==> src/rtl/axi4_pkg.sv <==
// ----------------------------------------------------------------------------
// axi4_pkg
// Shared AXI4 definitions for the memory master and its helpers:
//   - bus width constants (ADDR_W, DATA_W, ID_W, STRB_W, LEN_W, SIZE_W)
//   - burst encodings (FIXED / INCR / WRAP)
//   - response encodings (OKAY / EXOKAY / SLVERR / DECERR)
//   - master FSM state enum (IDLE, AR, R, WR, B)
// ----------------------------------------------------------------------------
package axi4_pkg;

    localparam int ADDR_W = 32;
    localparam int DATA_W = 64;
    localparam int ID_W   = 4;
    localparam int STRB_W = DATA_W / 8;
    localparam int LEN_W  = 8;
    localparam int SIZE_W = 3;

    typedef enum logic [1:0] {
        BURST_FIXED = 2'b00,
        BURST_INCR  = 2'b01,
        BURST_WRAP  = 2'b10
    } burst_t;

    typedef enum logic [1:0] {
        RESP_OKAY   = 2'b00,
        RESP_EXOKAY = 2'b01,
        RESP_SLVERR = 2'b10,
        RESP_DECERR = 2'b11
    } resp_t;

    typedef enum logic [2:0] {
        IDLE,
        AR,
        R,
        WR,
        B
    } state_t;

endpackage

==> src/rtl/axi4_mem_master_if.sv <==
// ----------------------------------------------------------------------------
// axi4_mem_master_if
// AXI4 bus between the memory master and the SRAM responder.
// Channels: AR (arid/araddr/arlen/arsize/arburst/arvalid/arready),
//           R  (rid/rdata/rresp/rlast/rvalid/rready),
//           AW (awid/awaddr/awlen/awsize/awburst/awvalid/awready),
//           W  (wdata/wstrb/wlast/wvalid/wready),
//           B  (bid/bresp/bvalid/bready).
// Modports: master (initiator side), slave (responder side).
// ----------------------------------------------------------------------------
interface axi4_mem_master_if;
    import axi4_pkg::*;

    logic [ID_W-1:0]   arid;
    logic [ADDR_W-1:0] araddr;
    logic [LEN_W-1:0]  arlen;
    logic [SIZE_W-1:0] arsize;
    logic [1:0]        arburst;
    logic              arvalid;
    logic              arready;

    logic [ID_W-1:0]   rid;
    logic [DATA_W-1:0] rdata;
    logic [1:0]        rresp;
    logic              rlast;
    logic              rvalid;
    logic              rready;

    logic [ID_W-1:0]   awid;
    logic [ADDR_W-1:0] awaddr;
    logic [LEN_W-1:0]  awlen;
    logic [SIZE_W-1:0] awsize;
    logic [1:0]        awburst;
    logic              awvalid;
    logic              awready;

    logic [DATA_W-1:0] wdata;
    logic [STRB_W-1:0] wstrb;
    logic              wlast;
    logic              wvalid;
    logic              wready;

    logic [ID_W-1:0]   bid;
    logic [1:0]        bresp;
    logic              bvalid;
    logic              bready;

    modport master (
        output arid, araddr, arlen, arsize, arburst, arvalid,
        input  arready,
        input  rid, rdata, rresp, rlast, rvalid,
        output rready,
        output awid, awaddr, awlen, awsize, awburst, awvalid,
        input  awready,
        output wdata, wstrb, wlast, wvalid,
        input  wready,
        input  bid, bresp, bvalid,
        output bready
    );

    modport slave (
        input  arid, araddr, arlen, arsize, arburst, arvalid,
        output arready,
        output rid, rdata, rresp, rlast, rvalid,
        input  rready,
        input  awid, awaddr, awlen, awsize, awburst, awvalid,
        output awready,
        input  wdata, wstrb, wlast, wvalid,
        output wready,
        output bid, bresp, bvalid,
        input  bready
    );

endinterface

==> src/rtl/axi4_mst_watchdog.sv <==
// ----------------------------------------------------------------------------
// axi4_mst_watchdog
// Stall watchdog for the AXI4 memory master. Only instantiated when the
// AXI_MST_TIMEOUT_EN macro is defined.
// Ports:
//   aclk, aresetn   clock, synchronous active-low reset
//   active          master is outside IDLE
//   handshake       any bus handshake this cycle
//   state, addr     reported when the watchdog fires
//   timeout_err     sticky flag, cleared only by reset
// ----------------------------------------------------------------------------
module axi4_mst_watchdog
    import axi4_pkg::*;
#(
    parameter int TIMEOUT_CYC = 1024
) (
    input  logic              aclk,
    input  logic              aresetn,
    input  logic              active,
    input  logic              handshake,
    input  state_t            state,
    input  logic [ADDR_W-1:0] addr,
    output logic              timeout_err
);

    localparam logic [15:0] LIMIT = TIMEOUT_CYC[15:0];

    logic [15:0] wd_cnt;
    logic        fire;

    assign fire = (wd_cnt == LIMIT) && !timeout_err;

    // Counts idle-bus cycles of an active transaction; the count saturates at
    // the limit so a long stall cannot wrap around and re-arm the flag.
    always_ff @(posedge aclk) begin
        if (!aresetn) begin
            wd_cnt      <= '0;
            timeout_err <= 1'b0;
        end else begin
            if (!active || handshake)
                wd_cnt <= '0;
            else if (wd_cnt != LIMIT)
                wd_cnt <= wd_cnt + 16'd1;
            if (fire)
                timeout_err <= 1'b1;
        end
    end

`ifndef SYNTHESIS
    always @(posedge aclk) begin
        if (aresetn && fire)
            $display("axi4_mst_watchdog: timeout in state %s addr 0x%08h", state.name(), addr);
    end
`endif

endmodule

==> src/rtl/axi4_mem_master.sv <==
// ----------------------------------------------------------------------------
// axi4_mem_master
// AXI4 initiator bridging the core's simple request/response interface to
// the AXI4 bus. One outstanding transaction: an INCR read burst (up to 256
// beats) or a single-beat write. Read beats pass straight through to the
// response port; write completion is reported as one response.
// Ports:
//   aclk, aresetn                      clock, synchronous active-low reset
//   req_valid/req_ready                request handshake
//   req_we/addr/len/size/wdata/wstrb   request payload
//   rsp_valid/rsp_ready                response handshake
//   rsp_data/rsp_last/rsp_err          response payload
//   bus                                AXI4 master modport
//   timeout_err                        sticky watchdog flag
// Optional feature: define AXI_MST_TIMEOUT_EN to build the stall watchdog;
// otherwise timeout_err is tied to 0.
// ----------------------------------------------------------------------------
module axi4_mem_master
    import axi4_pkg::*;
#(
    parameter logic [ID_W-1:0] AXI_ID      = 4'd0,
    parameter int              TIMEOUT_CYC = 1024
) (
    input  logic               aclk,
    input  logic               aresetn,
    input  logic               req_valid,
    output logic               req_ready,
    input  logic               req_we,
    input  logic [ADDR_W-1:0]  req_addr,
    input  logic [LEN_W-1:0]   req_len,
    input  logic [SIZE_W-1:0]  req_size,
    input  logic [DATA_W-1:0]  req_wdata,
    input  logic [STRB_W-1:0]  req_wstrb,
    output logic               rsp_valid,
    input  logic               rsp_ready,
    output logic [DATA_W-1:0]  rsp_data,
    output logic               rsp_last,
    output logic               rsp_err,
    axi4_mem_master_if.master  bus,
    output logic               timeout_err
);

    state_t            state, state_nxt;
    logic [ADDR_W-1:0] lat_addr;
    logic [LEN_W-1:0]  lat_len;
    logic [SIZE_W-1:0] lat_size;
    logic [DATA_W-1:0] lat_wdata;
    logic [STRB_W-1:0] lat_wstrb;
    logic [LEN_W-1:0]  beat_cnt;
    logic              aw_done, w_done;

    logic accept, ar_hs, r_hs, aw_hs, w_hs, b_hs;

    assign accept = req_valid & req_ready;
    assign ar_hs  = bus.arvalid & bus.arready;
    assign r_hs   = bus.rvalid & bus.rready;
    assign aw_hs  = bus.awvalid & bus.awready;
    assign w_hs   = bus.wvalid & bus.wready;
    assign b_hs   = bus.bvalid & bus.bready;

    // Payloads come straight from the request latch so they stay stable for
    // as long as the corresponding valid is held.
    assign bus.arid    = AXI_ID;
    assign bus.araddr  = lat_addr;
    assign bus.arlen   = lat_len;
    assign bus.arsize  = lat_size;
    assign bus.arburst = BURST_INCR;
    assign bus.awid    = AXI_ID;
    assign bus.awaddr  = lat_addr;
    assign bus.awlen   = '0;
    assign bus.awsize  = lat_size;
    assign bus.awburst = BURST_INCR;
    assign bus.wdata   = lat_wdata;
    assign bus.wstrb   = lat_wstrb;
    assign bus.wlast   = 1'b1;

    // State register; reset abandons any bus transaction in flight.
    always_ff @(posedge aclk) begin
        if (!aresetn)
            state <= IDLE;
        else
            state <= state_nxt;
    end

    // Next-state logic. WR leaves once each of AW and W has completed, either
    // in an earlier cycle or in this one.
    always_comb begin
        state_nxt = state;
        case (state)
            IDLE:    if (accept) state_nxt = req_we ? WR : AR;
            AR:      if (ar_hs) state_nxt = R;
            R:       if (r_hs && bus.rlast) state_nxt = IDLE;
            WR:      if ((aw_done || aw_hs) && (w_done || w_hs)) state_nxt = B;
            B:       if (b_hs) state_nxt = IDLE;
            default: state_nxt = IDLE;
        endcase
    end

    // Request latch, read beat counter and per-channel write completion.
    always_ff @(posedge aclk) begin
        if (!aresetn) begin
            lat_addr  <= '0;
            lat_len   <= '0;
            lat_size  <= '0;
            lat_wdata <= '0;
            lat_wstrb <= '0;
            beat_cnt  <= '0;
            aw_done   <= 1'b0;
            w_done    <= 1'b0;
        end else begin
            if (accept) begin
                lat_addr  <= req_addr;
                lat_len   <= req_we ? '0 : req_len;
                lat_size  <= req_size;
                lat_wdata <= req_wdata;
                lat_wstrb <= req_wstrb;
                beat_cnt  <= '0;
                aw_done   <= 1'b0;
                w_done    <= 1'b0;
            end
            if (r_hs)
                beat_cnt <= beat_cnt + 8'd1;
            if (aw_hs)
                aw_done <= 1'b1;
            if (w_hs)
                w_done <= 1'b1;
        end
    end

    // Output decode. req_ready is gated by aresetn so nothing reads as ready
    // while reset is held. The rlast check flags both early and late rlast.
    always_comb begin
        req_ready   = 1'b0;
        rsp_valid   = 1'b0;
        rsp_data    = '0;
        rsp_last    = 1'b0;
        rsp_err     = 1'b0;
        bus.arvalid = 1'b0;
        bus.rready  = 1'b0;
        bus.awvalid = 1'b0;
        bus.wvalid  = 1'b0;
        bus.bready  = 1'b0;
        case (state)
            IDLE: req_ready = aresetn;
            AR:   bus.arvalid = 1'b1;
            R: begin
                bus.rready = rsp_ready;
                rsp_valid  = bus.rvalid;
                rsp_data   = bus.rdata;
                rsp_last   = bus.rlast;
                rsp_err    = (bus.rresp != RESP_OKAY) || (bus.rid != AXI_ID) ||
                             (bus.rlast != (beat_cnt == lat_len));
            end
            WR: begin
                bus.awvalid = !aw_done;
                bus.wvalid  = !w_done;
            end
            B: begin
                bus.bready = rsp_ready;
                rsp_valid  = bus.bvalid;
                rsp_last   = 1'b1;
                rsp_err    = (bus.bresp != RESP_OKAY) || (bus.bid != AXI_ID);
            end
            default: ;
        endcase
    end

`ifdef AXI_MST_TIMEOUT_EN
    axi4_mst_watchdog #(
        .TIMEOUT_CYC (TIMEOUT_CYC)
    ) u_watchdog (
        .aclk        (aclk),
        .aresetn     (aresetn),
        .active      (state != IDLE),
        .handshake   (ar_hs || r_hs || aw_hs || w_hs || b_hs),
        .state       (state),
        .addr        (lat_addr),
        .timeout_err (timeout_err)
    );
`else
    assign timeout_err = 1'b0;
`endif

endmodule

==> src/flat_wrapper.sv <==
// flat-port wrapper written by rule: the top's interface ports become plain ports
module axi4_mem_master_flat import axi4_pkg::*;
#(
    parameter logic [ID_W-1:0] AXI_ID      = 4'd0,
    parameter int              TIMEOUT_CYC = 1024
)
  (aclk, aresetn, req_valid, req_ready, req_we, req_addr, req_len, req_size, req_wdata, req_wstrb, rsp_valid, rsp_ready, rsp_data, rsp_last, rsp_err, timeout_err, bus_arid, bus_araddr, bus_arlen, bus_arsize, bus_arburst, bus_arvalid, bus_arready, bus_rid, bus_rdata, bus_rresp, bus_rlast, bus_rvalid, bus_rready, bus_awid, bus_awaddr, bus_awlen, bus_awsize, bus_awburst, bus_awvalid, bus_awready, bus_wdata, bus_wstrb, bus_wlast, bus_wvalid, bus_wready, bus_bid, bus_bresp, bus_bvalid, bus_bready);
  axi4_mem_master_if bus_i ();
  input  logic aclk;
  input  logic aresetn;
  input  logic req_valid;
  output logic req_ready;
  input  logic req_we;
  input  logic [ADDR_W-1:0] req_addr;
  input  logic [LEN_W-1:0] req_len;
  input  logic [SIZE_W-1:0] req_size;
  input  logic [DATA_W-1:0] req_wdata;
  input  logic [STRB_W-1:0] req_wstrb;
  output logic rsp_valid;
  input  logic rsp_ready;
  output logic [DATA_W-1:0] rsp_data;
  output logic rsp_last;
  output logic rsp_err;
  output logic timeout_err;
  output wire logic [$bits(bus_i.arid)-1:0] bus_arid;
  output wire logic [$bits(bus_i.araddr)-1:0] bus_araddr;
  output wire logic [$bits(bus_i.arlen)-1:0] bus_arlen;
  output wire logic [$bits(bus_i.arsize)-1:0] bus_arsize;
  output wire logic [$bits(bus_i.arburst)-1:0] bus_arburst;
  output wire logic [$bits(bus_i.arvalid)-1:0] bus_arvalid;
  input wire logic [$bits(bus_i.arready)-1:0] bus_arready;
  input wire logic [$bits(bus_i.rid)-1:0] bus_rid;
  input wire logic [$bits(bus_i.rdata)-1:0] bus_rdata;
  input wire logic [$bits(bus_i.rresp)-1:0] bus_rresp;
  input wire logic [$bits(bus_i.rlast)-1:0] bus_rlast;
  input wire logic [$bits(bus_i.rvalid)-1:0] bus_rvalid;
  output wire logic [$bits(bus_i.rready)-1:0] bus_rready;
  output wire logic [$bits(bus_i.awid)-1:0] bus_awid;
  output wire logic [$bits(bus_i.awaddr)-1:0] bus_awaddr;
  output wire logic [$bits(bus_i.awlen)-1:0] bus_awlen;
  output wire logic [$bits(bus_i.awsize)-1:0] bus_awsize;
  output wire logic [$bits(bus_i.awburst)-1:0] bus_awburst;
  output wire logic [$bits(bus_i.awvalid)-1:0] bus_awvalid;
  input wire logic [$bits(bus_i.awready)-1:0] bus_awready;
  output wire logic [$bits(bus_i.wdata)-1:0] bus_wdata;
  output wire logic [$bits(bus_i.wstrb)-1:0] bus_wstrb;
  output wire logic [$bits(bus_i.wlast)-1:0] bus_wlast;
  output wire logic [$bits(bus_i.wvalid)-1:0] bus_wvalid;
  input wire logic [$bits(bus_i.wready)-1:0] bus_wready;
  input wire logic [$bits(bus_i.bid)-1:0] bus_bid;
  input wire logic [$bits(bus_i.bresp)-1:0] bus_bresp;
  input wire logic [$bits(bus_i.bvalid)-1:0] bus_bvalid;
  output wire logic [$bits(bus_i.bready)-1:0] bus_bready;
  assign bus_arid = bus_i.arid;
  assign bus_araddr = bus_i.araddr;
  assign bus_arlen = bus_i.arlen;
  assign bus_arsize = bus_i.arsize;
  assign bus_arburst = bus_i.arburst;
  assign bus_arvalid = bus_i.arvalid;
  assign bus_i.arready = bus_arready;
  assign bus_i.rid = bus_rid;
  assign bus_i.rdata = bus_rdata;
  assign bus_i.rresp = bus_rresp;
  assign bus_i.rlast = bus_rlast;
  assign bus_i.rvalid = bus_rvalid;
  assign bus_rready = bus_i.rready;
  assign bus_awid = bus_i.awid;
  assign bus_awaddr = bus_i.awaddr;
  assign bus_awlen = bus_i.awlen;
  assign bus_awsize = bus_i.awsize;
  assign bus_awburst = bus_i.awburst;
  assign bus_awvalid = bus_i.awvalid;
  assign bus_i.awready = bus_awready;
  assign bus_wdata = bus_i.wdata;
  assign bus_wstrb = bus_i.wstrb;
  assign bus_wlast = bus_i.wlast;
  assign bus_wvalid = bus_i.wvalid;
  assign bus_i.wready = bus_wready;
  assign bus_i.bid = bus_bid;
  assign bus_i.bresp = bus_bresp;
  assign bus_i.bvalid = bus_bvalid;
  assign bus_bready = bus_i.bready;
  axi4_mem_master #(.AXI_ID(AXI_ID), .TIMEOUT_CYC(TIMEOUT_CYC)) u_core (.aclk(aclk), .aresetn(aresetn), .req_valid(req_valid), .req_ready(req_ready), .req_we(req_we), .req_addr(req_addr), .req_len(req_len), .req_size(req_size), .req_wdata(req_wdata), .req_wstrb(req_wstrb), .rsp_valid(rsp_valid), .rsp_ready(rsp_ready), .rsp_data(rsp_data), .rsp_last(rsp_last), .rsp_err(rsp_err), .bus(bus_i), .timeout_err(timeout_err));
endmodule
==> config.mk <==
export PLATFORM = sky130hd
export DESIGN_NAME = axi4_mem_master_flat
export DESIGN_NICKNAME = d
export VERILOG_FILES = /design/src/rtl/axi4_pkg.sv /design/src/rtl/axi4_mem_master_if.sv /design/src/rtl/axi4_mst_watchdog.sv /design/src/rtl/axi4_mem_master.sv /design/src/flat_wrapper.sv
export SDC_FILE = /design/constraint.sdc
export NUM_CORES = 1
export LEC_CHECK = 0
export BUFFER_PORTS_ARGS = -buffer_cell sky130_fd_sc_hd__buf_2
export CAP_MARGIN = 20
export CORE_AREA = 2 2 173 175
export DETAILED_ROUTE_END_ITERATION = 8
export DIE_AREA = 0 0 175 177
export PLACE_DENSITY = 0.51
export SLEW_MARGIN = 20
export SYNTH_ARGS = -nofsm -noshare
export SYNTH_HDL_FRONTEND = slang
export SYNTH_SLANG_ARGS = --single-unit
==> constraint.sdc <==
create_clock -name aclk -period 4.5 [get_ports aclk]
set_input_delay 0.675 -clock aclk [delete_from_list [all_inputs] [get_ports aclk]]
set_output_delay 0.675 -clock aclk [all_outputs]
set_load 0.02 [all_outputs]
# Word-level counts from Yosys, hierarchy flattened

Cells that the tools add are included.

Add/subtract/negate cells: 1
Equality and inequality tests: 11
Multiplexer cells: 23
Bitwise gates (word level): 6
Reductions and logical operators: 18

Operators with widths:

| kind                                           | count |
|---|---|
| 2-to-1 mux 64 bit                              | 1 |
| 2-to-1 mux 8 bit                               | 3 |
| 2-to-1 mux 3 bit                               | 5 |
| one-hot mux 3 bit (5 select lines)             | 1 |
| != test 2 x 1 -> 1 bit (second input constant) | 5 |
| nonzero test 2 bit                             | 5 |
| 2-to-1 mux 1 bit                               | 9 |
| adder 8 x 1 -> 8 bit (second input constant)   | 1 |
| == test 8 bit                                  | 1 |
| nonzero test 4 bit                             | 2 |
| AND 1 bit                                      | 6 |
| == test 3 x 2 -> 1 bit (second input constant) | 2 |
| one-hot mux 1 bit (2 select lines)             | 3 |
| logical OR 1 bit                               | 5 |
| AND reduction 5 bit                            | 1 |
| == test 3 x 1 -> 1 bit (second input constant) | 1 |
| == test 3 bit (second input constant)          | 1 |
| zero test 3 bit                                | 1 |
| logical AND 1 bit                              | 2 |
| zero test 1 bit                                | 2 |
| 2-to-1 mux 2 bit                               | 1 |
| != test 1 bit                                  | 1 |

Bits in registers: 128
Input port bits: 202
Output and inout port bits: 245

# Longest topological paths before layout

Gate-level depths: netlist (run 1).

Word-level depth: 7
Gate-level depth with buffers: 7
Depth with buffers taken out: 5

# Worst setup path before layout (run 1)

No wires, ideal clock.

Path type: flip-flop to output port
From: register u_core.state[1]
To: output port rsp_err
Data arrival time: 1.617 ns
Required time: 3.825 ns
Path slack: 2.208 ns
Stages on the path, launching flop included: 5
Path buffers: 1
Cell sequence: dfxtp_1 -> or3b_1 -> clkbuf_2 -> or4_1 -> o211ai_1

Word-level cells in the longest chain between the ends: 2
Elaborated cells on any way between the ends: 3

Ends and longest elaborated chain:

| item                                                    | RTL line               | text |
|---|---|---|
| start, declared                                         | axi4_mem_master.sv:43  | `state_t state, state_nxt;` |
| start signal, assigned                                  | axi4_mem_master.sv:82  | `state <= state_nxt;` |
| == test 3 bit or == test 3 x 2 -> 1 bit (tied branches) | axi4_mem_master.sv:143 | `case (state)` |
| one-hot mux 1 bit (2 select lines) *                    | axi4_mem_master.sv:143 |  |
| end, declared                                           | flat_wrapper.sv:23     | `output logic rsp_err;` |

Every way passes the cells marked *; elsewhere a longest branch is shown, timed or not.

# Worst setup path in the final report (run 1)

Same ends and word-level chain as after synthesis.

==> results_tabular.tex, run 1 <==
\begin{tabular}{lr}
\hline
Metric & Value \\
\hline
\multicolumn{2}{l}{\textbf{Critical path}} \\
\quad Worst R2R Path Depth & 5 \\
\quad Nature of the critical path startpoint & flop \\
\quad Worst Setup End Kind & output port \\
\quad Setup slack of the worst register-to-register path & 2000 ps \\
\quad Worst-path maximum fanout & 9 \\
\quad Required arrival time at the worst endpoint & 3830 ps \\
\quad Capture point of the worst reg-to-reg path & u\_core.bus.arsize[2]\$\_SDFFE\_PN0P\_ \\
\quad Worst setup path category & flop to output port \\
\quad Data arrival time of the critical path & 2330 ps \\
\quad R2R Path Start & u\_core.state[0]\$\_SDFFE\_PN0P\_ \\
\multicolumn{2}{l}{\textbf{Drt}} \\
\quad Average detailed-routed wire length per instance & 14.49 um \\
\quad 1st-iter DRT viols & 283 \\
\quad Average vias per placed instance & 4.027 \\
\quad Vias & 6,072 \\
\quad Number of DRC violations after detailed routing & 0 \\
\quad Amount of wire on met3 after detailed routing & 1.851 mm \\
\quad Highest Signal Layer & met5 \\
\quad Wire length on met1 & 10.09 mm \\
\quad Total length of routed wires & 21.85 mm \\
\quad Initial DRT Pass Iterations & 5 \\
\quad Antenna Nets Post-Route & 0 \\
\quad Metal2 WL & 9.600 mm \\
\multicolumn{2}{l}{\textbf{Yosys}} \\
\quad Number of synthesized flops with an enable pin & 0 \\
\quad Register bit count reported by yosys & 128 \\
\quad Average footprint of a synthesized cell & 7.752 um\^{}2 \\
\quad Cell count after synthesis & 741 \\
\quad Number of distinct library cells after synthesis & 40 \\
\quad Register area share after synthesis & 0.4461 \\
\quad Yosys warning count & 0 \\
\quad Share of flip-flops with an asynchronous set or reset & 0 \\
\quad Top FF cell, synth & sky130\_fd\_sc\_hd\_\_dfxtp\_1 \\
\quad Synthesized cell area & 5744 um\^{}2 \\
\multicolumn{2}{l}{\textbf{Placed design}} \\
\quad DP Wirelength & 16.31 mm \\
\quad Final Wtd Congestion & 0.8680 \\
\quad PortBufs & 424 \\
\quad Post-Place Cell Area & 7828 um\^{}2 \\
\quad Setup Slack @ Placement & 1811 ps \\
\multicolumn{2}{l}{\textbf{Pwr}} \\
\quad Proportion of total power due to net switching & 0.4103 \\
\quad Int Power & 2.570 mW \\
\quad Power Dens Cells & 517.8 nW/um\^{}2 \\
\quad Clock power frac & 0.317 \\
\quad Power, Total & 4.357 mW \\
\quad Power spent charging and discharging nets & 1.788 mW \\
\quad Comb pwr share & 0.349 \\
\quad Sequential fraction of design power & 0.335 \\
\quad Standby leakage power & 4.693 nW \\
\quad IR Drop Worst-Case VDD & 0.2260 mV \\
\multicolumn{2}{l}{\textbf{Clocking}} \\
\quad Clock latency at the later pin of the worst-skew pair & 420 ps \\
\quad Number of CTS-inserted buffers & 17 \\
\quad Number of buffers on the longest clock path & 2 \\
\quad Post-CTS Resized & 0 \\
\quad TritonCTS clock tree & yes \\
\quad Number of setup buffers added after CTS & 0 \\
\quad Hold\_buf cts & 0 \\
\quad Clk sink count & 128 \\
\quad Clock-pin transition on the worst setup and hold timing paths & 70 ps \\
\quad CTS Root Cell & sky130\_fd\_sc\_hd\_\_clkbuf\_16 \\
\quad H-Tree Level Count & 4 \\
\multicolumn{2}{l}{\textbf{Timing}} \\
\quad Total count of max-transition violations in the final report & 0 \\
\quad Max-slew headroom & 0.3047 \\
\quad RSZ-0062 raised after global routing & no \\
\quad Share of the cycle needed by the critical path after routing & 0.6679 \\
\quad Worst-margin pin slew & 1043 ps \\
\quad Sum of negative setup slack & 0 ps \\
\quad Final Hold Fails & 0 \\
\quad Post-route clock skew & 11.98 ps \\
\quad Clock period minus final worst setup slack & 3005 ps \\
\quad Maximum achievable frequency & 332.7 MHz \\
\quad Final setup margin & 1495 ps \\
\quad Final setup violation count & 0 \\
\multicolumn{2}{l}{\textbf{Floorplanning}} \\
\quad Number of primary I/O pins & 447 \\
\quad Die Width & 175 um \\
\quad Row Count & 63 \\
\quad Initial Util & 0.1964 \\
\quad Core footprint & 29,240 um\^{}2 \\
\quad Die footprint & 30,980 um\^{}2 \\
\quad Die height & 177 um \\
\multicolumn{2}{l}{\textbf{Global route}} \\
\quad Remaining global-route overflow & 0 \\
\quad Vias in the first global route & 5,527 \\
\quad Number of antenna violations at the first check in global routing & 3 \\
\quad Global-route wire length before repair & 31.86 mm \\
\quad Maximum number of pins on one net before global-route repair & 89 \\
\quad Total routing resource utilization after global routing & 0.1335 \\
\multicolumn{2}{l}{\textbf{Min path}} \\
\quad Hold Crit Start & req\_wdata[38] \\
\quad Endpoint with the worst hold slack & u\_core.bus.wdata[38]\$\_SDFFE\_PN0P\_ \\
\quad Hold Path Class & primary input to flop \\
\quad Hold depth & 3 \\
\multicolumn{2}{l}{\textbf{Final layout}} \\
\quad Commonest non-fill, non-tap cell in the layout & sky130\_fd\_sc\_hd\_\_buf\_2 \\
\quad Final nets & 1,307 \\
\quad Filler Cell Count & 3,229 \\
\quad Final Util & 0.2878 \\
\quad Area of all placed cells without fillers & 8416 um\^{}2 \\
\quad Multi-input combinational cell area & 2596 um\^{}2 \\
\quad Synthesis-to-finish area growth & 46.50\% \\
\quad Layout cell share with drive strength beyond 1 & 0.4190 \\
\quad Top library cells by usage in the layout, fill and taps aside & sky130\_fd\_sc\_hd\_\_buf\_2, sky130\_fd\_sc\_hd\_\_nand2\_1, sky130\_fd\_sc\_hd\_\_dfxtp\_1, sky130\_fd\_sc\_hd\_\_nand3\_1, sky130\_fd\_sc\_hd\_\_and2\_1 \\
\quad Sequential cell area & 2562 um\^{}2 \\
\multicolumn{2}{l}{\textbf{Run status}} \\
\quad Status & complete, no violations \\
\multicolumn{2}{l}{\textbf{Run}} \\
\quad Number of maximum-capacitance violations & 0 \\
\hline
\end{tabular}
-- worst max-delay path, stage by stage, from the launching register on --
cell and delay [ps]:
sky130_fd_sc_hd__dfxtp_1 500, sky130_fd_sc_hd__or3b_1 530, sky130_fd_sc_hd__or4_1 540, sky130_fd_sc_hd__o211ai_1 100, sky130_fd_sc_hd__buf_2 240
-- worst max-delay path by stage --
stage                                      start                                end  slack [ps]  cells past startpoint
floorplan           u_core.state[1]$_SDFFE_PN0P_                            rsp_err        2210                      4
global placement                         aresetn  u_core.bus.wdata[29]$_SDFFE_PN0P_        1850                      6
detailed placement                       aresetn  u_core.bus.wdata[10]$_SDFFE_PN0P_        1810                      6
CTS                 u_core.state[1]$_SDFFE_PN0P_                            rsp_err        1460                      4
global route        u_core.state[0]$_SDFFE_PN0P_                            rsp_err        1340                      4
finish              u_core.state[1]$_SDFFE_PN0P_                            rsp_err        1490                      4
-- registers in the layout (all words and copies together) (netlist names) --
signal,flops
u_core.beat_cnt,8
u_core.bus.wstrb,8
u_core.state,3
u_core.bus.arsize,3
u_core.bus.wdata,64
u_core.w_done,1
u_core.bus.araddr,32
u_core.aw_done,1
u_core.bus.arlen,8
-- synth_stat cells (2+ instances only) --
library cell	instances	area, um^2
sky130_fd_sc_hd__nand2_1	232	870.8
sky130_fd_sc_hd__dfxtp_1	128	2562
sky130_fd_sc_hd__nand3_1	110	550.5
sky130_fd_sc_hd__and2_1	67	419.2
sky130_fd_sc_hd__buf_4	63	473.0
sky130_fd_sc_hd__clkbuf_1	24	90.09
sky130_fd_sc_hd__buf_2	16	80.08
sky130_fd_sc_hd__a21boi_1	12	90.09
sky130_fd_sc_hd__nand3b_1	11	82.58
sky130_fd_sc_hd__a21oi_1	10	50.05
sky130_fd_sc_hd__nor2_1	8	30.03
sky130_fd_sc_hd__xnor2_1	8	70.07
sky130_fd_sc_hd__o21ai_0	5	25.02
sky130_fd_sc_hd__nor2b_1	4	25.02
sky130_fd_sc_hd__nor3_1	4	20.02
sky130_fd_sc_hd__or4_1	4	30.03
sky130_fd_sc_hd__nand4_1	3	18.77
sky130_fd_sc_hd__o211ai_1	3	22.52
sky130_fd_sc_hd__o311ai_0	3	26.28
sky130_fd_sc_hd__a22oi_1	2	15.01
sky130_fd_sc_hd__and3_1	2	12.51
sky130_fd_sc_hd__buf_1	2	7.510
sky130_fd_sc_hd__conb_1	2	7.510
sky130_fd_sc_hd__nor4_1	2	12.51
-- per-stage QoR --
stage / hold WS [ps] / cells
after floorplan: 474.9 / 761
after global placement: 438.7 / 1475
after detailed placement: 441.8 / 1475
after CTS: 403.3 / 1507
after global routing: 411.1 / 1507
final: 433.0 / 1508
-- area by class of cell --
class	instances	share of cell area
Timing Repair Buffer	431	0.2587
Clock buffer	17	0.05055
Multi-Input combinational cell	525	0.3085
Sequential cell	128	0.3045
Tap cell	390	0.05798
Clock inverter	15	0.01903
Antenna cell	1	0.0002974
Inverter	1	0.0004460
-- power by group through the flow --
| stage | sequential, mW | clock (mW) | combinational (mW) |
|---|---|---|---|
| 3_5_place_dp | 1.48 | 0 | 1.53 |
| 5_1_grt | 1.48 | 1.49 | 1.64 |
| 4_1_cts | 1.46 | 1.44 | 1.53 |
| 3_3_place_gp | 1.48 | 0 | 1.53 |
| 6_report | 1.46 | 1.38 | 1.52 |
| 2_1_floorplan | 1.69 | 0 | 0.828 |
-- cell families (layout without fill, tap and decap cells) --
family / Yosys count / in the layout / share of synthesized area
muxes: 1 / 1 / 0.001743
xor gates and xnor gates: 8 / 8 / 0.01220
DFF: 128 / 128 / 0.4461
adders and majority gates: 1 / 1 / 0.002178
AOI/OAI and AO/OA: 39 / 39 / 0.04596
buffers and inverters: 108 / 464 / 0.1167
and+or+nand+nor: 454 / 454 / 0.3738
other: 2 / 23 / 0.001307
-- per-layer routing --
layer	vias up	GRT usage
met1	2786	0.1777
met3	21	0.05649
met2	198	0.1950
met5	-	0
li1	3061	-
met4	6	0.04063
Note: power is estimated with default switching activity, not from simulation.
==> inputs of run 2 (changes only) <==
Settings changed: ABC_AREA set to 1, CORE_AREA 2 2 173 175 to 2 2 176 178, DIE_AREA 0 0 175 177 to 0 0 178 180, PLACE_DENSITY 0.51 to 0.52.
Clock period 4.5 ns to 2.41 ns, I/O delays scaled along.
==> results_tabular.tex, run 2 <==
\begin{tabular}{lr}
\hline
Metric & Value \\
\hline
\multicolumn{2}{l}{\textbf{Run status}} \\
\quad Status & complete, no violations \\
\multicolumn{2}{l}{\textbf{Placed design}} \\
\quad Final Wtd Congestion & 0.7874 \\
\quad Post-Place Cell Area & 8128 um\^{}2 \\
\quad PortBufs & 424 \\
\quad DP Wirelength & 18.64 mm \\
\multicolumn{2}{l}{\textbf{Pwr}} \\
\quad Power spent charging and discharging nets & 2.783 mW \\
\quad Standby leakage power & 5.141 nW \\
\quad Sequential fraction of design power & 0.339 \\
\quad Int Power & 4.900 mW \\
\quad Comb pwr share & 0.310 \\
\quad Proportion of total power due to net switching & 0.3622 \\
\quad IR Drop Worst-Case VDD & 0.3047 mV \\
\quad Clock power frac & 0.351 \\
\quad Power Dens Cells & 879.8 nW/um\^{}2 \\
\multicolumn{2}{l}{\textbf{Final layout}} \\
\quad Sequential cell area & 2562 um\^{}2 \\
\quad Top library cells by usage in the layout, fill and taps aside & sky130\_fd\_sc\_hd\_\_buf\_2, sky130\_fd\_sc\_hd\_\_nand2\_1, sky130\_fd\_sc\_hd\_\_dfxtp\_1, sky130\_fd\_sc\_hd\_\_inv\_1, sky130\_fd\_sc\_hd\_\_nand3\_1 \\
\quad Synthesis-to-finish area growth & 43.89\% \\
\quad Filler Cell Count & 3,390 \\
\quad Layout cell share with drive strength beyond 1 & 0.4126 \\
\quad Final nets & 1,411 \\
\quad Multi-input combinational cell area & 2490 um\^{}2 \\
\quad Number of flip-flops in the largest register & 64 \\
\quad Area of all placed cells without fillers & 8733 um\^{}2 \\
\quad Commonest non-fill, non-tap cell in the layout & sky130\_fd\_sc\_hd\_\_buf\_2 \\
\multicolumn{2}{l}{\textbf{Critical path}} \\
\quad Cell with the largest stage delay on the worst path & sky130\_fd\_sc\_hd\_\_dfxtp\_1 \\
\quad Cell type group with the largest total delay on the critical path & buffers and inverters \\
\quad Data arrival time of the critical path & 1770 ps \\
\quad Nature of the critical path startpoint & flop \\
\quad Required arrival time at the worst endpoint & 2050 ps \\
\quad Worst R2R Path Depth & 8 \\
\quad Crit path buffers/inverters & 3 \\
\quad Highest cell delay on the worst timing path & 370 ps \\
\quad Capture point of the worst reg-to-reg path & u\_core.bus.arlen[1]\$\_SDFFE\_PN0P\_ \\
\quad R2R Path Start & u\_core.state[2]\$\_SDFFE\_PN0P\_ \\
\quad Crit-path cells & inv\_2, nand3\_4, buf\_4, nor2\_1, buf\_2 \\
\quad Worst Setup End Kind & output port \\
\quad Setup slack of the worst register-to-register path & 660 ps \\
\quad Worst-path maximum fanout & 21 \\
\quad Worst setup path category & flop to output port \\
\multicolumn{2}{l}{\textbf{Global route}} \\
\quad Global-route wire length before repair & 34.83 mm \\
\quad Maximum number of pins on one net before global-route repair & 114 \\
\quad Total routing resource utilization after global routing & 0.1445 \\
\quad Remaining global-route overflow & 0 \\
\quad Vias in the first global route & 6,106 \\
\quad Number of antenna violations at the first check in global routing & 2 \\
\multicolumn{2}{l}{\textbf{Yosys}} \\
\quad Synthesized cell area & 6070 um\^{}2 \\
\quad Register area share after synthesis & 0.4222 \\
\quad Register bit count reported by yosys & 128 \\
\quad Most frequent cell after synthesis & sky130\_fd\_sc\_hd\_\_nand2\_1 \\
\quad Number of distinct library cells after synthesis & 34 \\
\quad Number of synthesized flops with an enable pin & 0 \\
\quad Share of Yosys cell area claimed by the top area cell type & 0.4222 \\
\quad Top area cells in the synthesized netlist & sky130\_fd\_sc\_hd\_\_dfxtp\_1, sky130\_fd\_sc\_hd\_\_nand2\_1, sky130\_fd\_sc\_hd\_\_buf\_4 \\
\quad Cell count after synthesis & 842 \\
\quad Most used standard cells in the synthesized netlist & sky130\_fd\_sc\_hd\_\_nand2\_1, sky130\_fd\_sc\_hd\_\_dfxtp\_1, sky130\_fd\_sc\_hd\_\_inv\_1 \\
\quad Top FF cell, synth & sky130\_fd\_sc\_hd\_\_dfxtp\_1 \\
\quad Yosys warning count & 0 \\
\quad Share of flip-flops with an asynchronous set or reset & 0 \\
\quad Average footprint of a synthesized cell & 7.209 um\^{}2 \\
\quad Post-synth top area cell & sky130\_fd\_sc\_hd\_\_dfxtp\_1 \\
\multicolumn{2}{l}{\textbf{Timing}} \\
\quad Post-route clock skew & 6.776 ps \\
\quad Final Hold Fails & 0 \\
\quad Share of the cycle needed by the critical path after routing & 0.8864 \\
\quad RSZ-0062 raised after global routing & no \\
\quad Sum of negative setup slack & 0 ps \\
\quad Total count of max-transition violations in the final report & 0 \\
\quad Clock period minus final worst setup slack & 2136 ps \\
\quad Final setup violation count & 0 \\
\quad Worst-margin pin slew & 645.6 ps \\
\quad Maximum achievable frequency & 468.1 MHz \\
\quad Max-slew headroom & 0.5696 \\
\multicolumn{2}{l}{\textbf{Drt}} \\
\quad Total length of routed wires & 24.19 mm \\
\quad Average vias per placed instance & 3.991 \\
\quad Number of DRC violations after detailed routing & 0 \\
\quad Average detailed-routed wire length per instance & 14.96 um \\
\quad Initial DRT Pass Iterations & 5 \\
\quad Vias & 6,454 \\
\quad Antenna Nets Post-Route & 0 \\
\quad 1st-iter DRT viols & 249 \\
\multicolumn{2}{l}{\textbf{Clocking}} \\
\quad CTS Root Cell & sky130\_fd\_sc\_hd\_\_clkbuf\_16 \\
\quad Number of CTS-inserted buffers & 17 \\
\quad Clk sink count & 128 \\
\quad H-Tree Level Count & 4 \\
\quad Hold\_buf cts & 0 \\
\quad Clock latency at the later pin of the worst-skew pair & 420 ps \\
\quad Number of buffers on the longest clock path & 2 \\
\quad TritonCTS clock tree & yes \\
\quad Clock-pin transition on the worst setup and hold timing paths & 60 ps \\
\multicolumn{2}{l}{\textbf{Floorplanning}} \\
\quad Die height & 180 um \\
\quad Core footprint & 30,190 um\^{}2 \\
\quad Initial Util & 0.2011 \\
\quad Die Width & 178 um \\
\quad Number of primary I/O pins & 447 \\
\quad Die footprint & 32,040 um\^{}2 \\
\quad Row Count & 64 \\
\multicolumn{2}{l}{\textbf{Min path}} \\
\quad Endpoint with the worst hold slack & u\_core.bus.wdata[36]\$\_SDFFE\_PN0P\_ \\
\quad Hold Crit Start & req\_wdata[36] \\
\quad Hold Path Class & primary input to flop \\
\quad Hold depth & 3 \\
\multicolumn{2}{l}{\textbf{Run}} \\
\quad Number of maximum-capacitance violations & 0 \\
\hline
\end{tabular}
run 2: repair_timing:
item	CTS	global route
buffers inserted	0	0
gates resized for setup	0	1
setup endpoints to repair	0	1
run 2: cell type report:
| class | instances | share of cell area |
|---|---|---|
| Sequential cell | 128 | 0.2934 |
| Clock inverter | 7 | 0.01547 |
| Inverter | 95 | 0.04126 |
| Multi-Input combinational cell | 535 | 0.2851 |
| Timing Repair Buffer | 431 | 0.2550 |
| Clock buffer | 23 | 0.05244 |
| Antenna cell | 2 | 0.0005731 |
| Tap cell | 396 | 0.05673 |
run 2: tightest hold or removal path: stages:
cell and delay [ps]:
sky130_fd_sc_hd__buf_2 70, sky130_fd_sc_hd__nand2_1 40, sky130_fd_sc_hd__nand2_1 50
run 2: layer usage:
metal	track usage	up-vias	wire length, um
li1	-	3237	-
met1	0.1560	2913	9415
met2	0.2589	283	12120
met3	0.05013	19	2296
met4	0.05049	2	347
met5	0	-	13
run 2: worst max path at each step:
stage | end | start | cells past startpoint
finish | rsp_data[57] | u_core.state[0]$_SDFFE_PN0P_ | 5
floorplan | rsp_last | u_core.state[0]$_SDFFE_PN0P_ | 4
CTS | rsp_data[57] | u_core.state[0]$_SDFFE_PN0P_ | 5
detailed placement | u_core.bus.arlen[1]$_SDFFE_PN0P_ | aresetn | 8
global route | rsp_err | u_core.bus.arlen[6]$_SDFFE_PN0P_ | 10
global placement | u_core.bus.arlen[0]$_SDFFE_PN0P_ | aresetn | 8
run 2: cell families after synthesis:
kind of cell / after synthesis / synth area share
AO/OA/AOI/OAI: 39 / 0.04226
XOR/XNOR: 2 / 0.002887
adder cells (fa/ha/maj): 1 / 0.002061
buffers and inverters: 199 / 0.1824
flip-flops: 128 / 0.4222
other: 2 / 0.001237
AND/OR/NAND/NOR: 471 / 0.3469
run 2: power groups by stage:
stage                     registers [mW]  clock network [mW]  logic [mW]
after floorplan                     2.97                   0        1.29
after global placement              2.64                   0        2.41
after detailed placement            2.65                   0        2.42
after CTS                           2.61                2.78        2.42
after global routing                2.65                2.88        2.59
final                               2.61                2.70        2.38
run 2: metrics by stage:
stage,power (mW),setup WS [ps],util,cells,hold WS [ps]
after floorplan,4.259,842.1,-,862,448.8
after global placement,5.048,481.7,0.2692,1585,444.4
after detailed placement,5.066,466.7,0.2692,1585,448.6
after CTS,7.806,80.06,0.2889,1615,104.9
after global routing,8.114,113.7,0.2892,1616,112.4
final,7.683,273.9,0.2893,1617,132.4
==> inputs of run 3 (changes only) <==
Settings changed: ABC_AREA 1 to not set, CORE_AREA 2 2 176 178 to 2 2 173 175, DIE_AREA 0 0 178 180 to 0 0 175 177.
==> results_tabular.tex, run 3 (synthesized netlist as in run 1, its figures left out) <==
\begin{tabular}{lr}
\hline
Metric & Value \\
\hline
\multicolumn{2}{l}{\textbf{Run status}} \\
\quad Status & complete, no violations \\
\multicolumn{2}{l}{\textbf{Drt}} \\
\quad Number of DRC violations after detailed routing & 0 \\
\quad Average vias per placed instance & 3.995 \\
\quad Total length of routed wires & 22.11 mm \\
\quad Vias & 6,056 \\
\quad 1st-iter DRT viols & 288 \\
\quad Average detailed-routed wire length per instance & 14.59 um \\
\quad Antenna Nets Post-Route & 0 \\
\quad Initial DRT Pass Iterations & 4 \\
\multicolumn{2}{l}{\textbf{Timing}} \\
\quad Post-route clock skew & 14.47 ps \\
\quad Final Hold Fails & 0 \\
\quad Worst-margin pin slew & 649.5 ps \\
\quad Final setup violation count & 0 \\
\quad Share of the cycle needed by the critical path after routing & 0.9950 \\
\quad RSZ-0062 raised after global routing & yes \\
\quad Clock period minus final worst setup slack & 2398 ps \\
\quad Maximum achievable frequency & 417.0 MHz \\
\quad Total count of max-transition violations in the final report & 0 \\
\quad Max-slew headroom & 0.5670 \\
\multicolumn{2}{l}{\textbf{Floorplanning}} \\
\quad Core footprint & 29,240 um\^{}2 \\
\quad Number of primary I/O pins & 447 \\
\quad Die height & 177 um \\
\quad Initial Util & 0.1964 \\
\quad Row Count & 63 \\
\quad Die Width & 175 um \\
\quad Die footprint & 30,980 um\^{}2 \\
\multicolumn{2}{l}{\textbf{Critical path}} \\
\quad R2R Path Start & u\_core.state[0]\$\_SDFFE\_PN0P\_ \\
\quad Worst Setup End Kind & output port \\
\quad Data arrival time of the critical path & 2040 ps \\
\quad Setup slack of the worst register-to-register path & 520 ps \\
\quad Nature of the critical path startpoint & flop \\
\quad Required arrival time at the worst endpoint & 2050 ps \\
\quad Capture point of the worst reg-to-reg path & u\_core.bus.arlen[5]\$\_SDFFE\_PN0P\_ \\
\quad Worst-path maximum fanout & 7 \\
\quad Worst R2R Path Depth & 7 \\
\quad Worst setup path category & flop to output port \\
\multicolumn{2}{l}{\textbf{Final layout}} \\
\quad Number of flip-flops in the largest register & 64 \\
\quad Number of inserted diodes & 0 \\
\quad Commonest non-fill, non-tap cell in the layout & sky130\_fd\_sc\_hd\_\_buf\_2 \\
\quad Final nets & 1,316 \\
\quad Synthesis-to-finish area growth & 49.92\% \\
\quad Final Util & 0.2945 \\
\quad Top library cells by usage in the layout, fill and taps aside & sky130\_fd\_sc\_hd\_\_buf\_2, sky130\_fd\_sc\_hd\_\_nand2\_1, sky130\_fd\_sc\_hd\_\_dfxtp\_1, sky130\_fd\_sc\_hd\_\_nand3\_1, sky130\_fd\_sc\_hd\_\_and2\_1 \\
\quad Layout cell share with drive strength beyond 1 & 0.4396 \\
\quad Area of all placed cells without fillers & 8612 um\^{}2 \\
\quad Post-route non-filler standard cell count & 1,516 \\
\multicolumn{2}{l}{\textbf{Run}} \\
\quad Number of maximum-capacitance violations & 0 \\
\multicolumn{2}{l}{\textbf{Clocking}} \\
\quad Number of buffers on the longest clock path & 2 \\
\quad H-Tree Level Count & 4 \\
\quad Clk sink count & 128 \\
\quad Number of CTS-inserted buffers & 17 \\
\quad Clock latency at the later pin of the worst-skew pair & 420 ps \\
\quad CTS Root Cell & sky130\_fd\_sc\_hd\_\_clkbuf\_16 \\
\quad Clock-pin transition on the worst setup and hold timing paths & 70 ps \\
\quad TritonCTS clock tree & yes \\
\quad Hold\_buf cts & 0 \\
\multicolumn{2}{l}{\textbf{Placed design}} \\
\quad Placed Cells & 1,482 \\
\quad Post-Place Cell Area & 7943 um\^{}2 \\
\quad Final Wtd Congestion & 0.8612 \\
\quad DP Wirelength & 16.73 mm \\
\quad PortBufs & 424 \\
\multicolumn{2}{l}{\textbf{Pwr}} \\
\quad Comb pwr share & 0.357 \\
\quad Proportion of total power due to net switching & 0.4030 \\
\quad Power spent charging and discharging nets & 3.378 mW \\
\quad Int Power & 5.004 mW \\
\quad Clock power frac & 0.323 \\
\quad Power Dens Cells & 973.2 nW/um\^{}2 \\
\quad Power, Total & 8.381 mW \\
\quad Standby leakage power & 4.777 nW \\
\quad IR Drop Worst-Case VDD & 0.4126 mV \\
\quad Sequential fraction of design power & 0.320 \\
\multicolumn{2}{l}{\textbf{Global route}} \\
\quad Total routing resource utilization after global routing & 0.1341 \\
\quad Remaining global-route overflow & 0 \\
\quad Maximum number of pins on one net before global-route repair & 130 \\
\quad Vias in the first global route & 5,474 \\
\quad Number of antenna violations at the first check in global routing & 5 \\
\quad Global-route wire length before repair & 32.09 mm \\
\multicolumn{2}{l}{\textbf{Min path}} \\
\quad Hold depth & 3 \\
\quad Hold Crit Start & req\_wdata[39] \\
\quad Hold Path Class & primary input to flop \\
\quad Endpoint with the worst hold slack & u\_core.bus.wdata[39]\$\_SDFFE\_PN0P\_ \\
\hline
\end{tabular}
-- run 3: cell types whose count changed in the layout (fill, tap and decap cells not counted), moves of 6 or more --
| cell | delta |
|---|---|
| sky130_fd_sc_hd__inv_1 | -88 |
| sky130_fd_sc_hd__nand3b_1 | +10 |
| sky130_fd_sc_hd__a21boi_1 | +12 |
| sky130_fd_sc_hd__nand2_1 | -30 |
| sky130_fd_sc_hd__nand3_2 | -29 |
| sky130_fd_sc_hd__a21oi_1 | -10 |
| sky130_fd_sc_hd__and2_1 | +66 |
| sky130_fd_sc_hd__inv_8 | +7 |
| sky130_fd_sc_hd__dfxtp_1 | -15 |
| sky130_fd_sc_hd__buf_4 | +9 |
| sky130_fd_sc_hd__nor2_1 | -74 |
| sky130_fd_sc_hd__a211oi_2 | -6 |
| sky130_fd_sc_hd__nand3_1 | +25 |
| sky130_fd_sc_hd__dfxtp_2 | +13 |
-- run 3: metrics by stage --
step	hold WS, ps	setup slack, ps	setup TNS [ps]
2_1_floorplan	460.5	431.9	0
3_3_place_gp	438.8	374.6	0
3_5_place_dp	441.4	404.0	0
4_1_cts	95.54	7.093	0
5_1_grt	110.7	-51.96	-51.96
6_report	121.8	12.15	0
-- run 3: worst max-delay path by stage --
stage	startpoint	to	slack, ps	cells after the start
2_1_floorplan	u_core.state[1]$_SDFFE_PN0P_	rsp_err	430	4
3_3_place_gp	u_core.state[2]$_SDFFE_PN0P_	rsp_err	370	4
3_5_place_dp	u_core.beat_cnt[0]$_SDFFE_PN0P_	rsp_err	400	5
4_1_cts	u_core.beat_cnt[7]$_SDFFE_PN0P_	rsp_err	7	5
5_1_grt	u_core.beat_cnt[0]$_SDFFE_PN0P_	rsp_err	-50	5
6_report	u_core.beat_cnt[3]$_SDFFE_PN0P_	rsp_err	10	5
-- run 3: area by class of cell --
class	instances	area, um^2
multi-input combinational	525	2615
clock buffer	17	425.4
timing repair buffer	440	2310
fill	3238	20630
tap	390	488.0
inverter	1	3.754
sequential	128	2586
clock inverter	15	183.9
-- run 3: worst max-delay path, stage by stage (launching register included) --
cell and delay [ps]:
sky130_fd_sc_hd__dfxtp_4 370, sky130_fd_sc_hd__xnor2_1 150, sky130_fd_sc_hd__nand4_1 140, sky130_fd_sc_hd__or4_4 540
sky130_fd_sc_hd__o211ai_1 200, sky130_fd_sc_hd__buf_4 220
-- run 3: per-layer routing --
metal  global-route usage  vias up  part of all wire
met5                    0        -            0.0026
met4              0.03264        8            0.0098
met3              0.05198       22             0.086
met2               0.1963      217              0.44
met1               0.1843     2735              0.46
li1                     -     3074                 -
-- run 3: power groups by stage --
stage / registers (mW) / logic [mW] / clock network (mW)
6_report: 2.68 / 2.99 / 2.71
3_3_place_gp: 2.72 / 2.99 / 0
5_1_grt: 2.73 / 3.23 / 2.89
4_1_cts: 2.69 / 3.02 / 2.81
2_1_floorplan: 3.15 / 1.55 / 0
3_5_place_dp: 2.72 / 3.00 / 0
-- run 3: repair_timing --
| item | 4_1_cts | 5_1_grt |
|---|---|---|
| setup buffers | 2 | 0 |
| pin swaps | 4 | 3 |
| setup endpoints to repair | 1 | 1 |
| gates resized for setup | 11 | 10 |
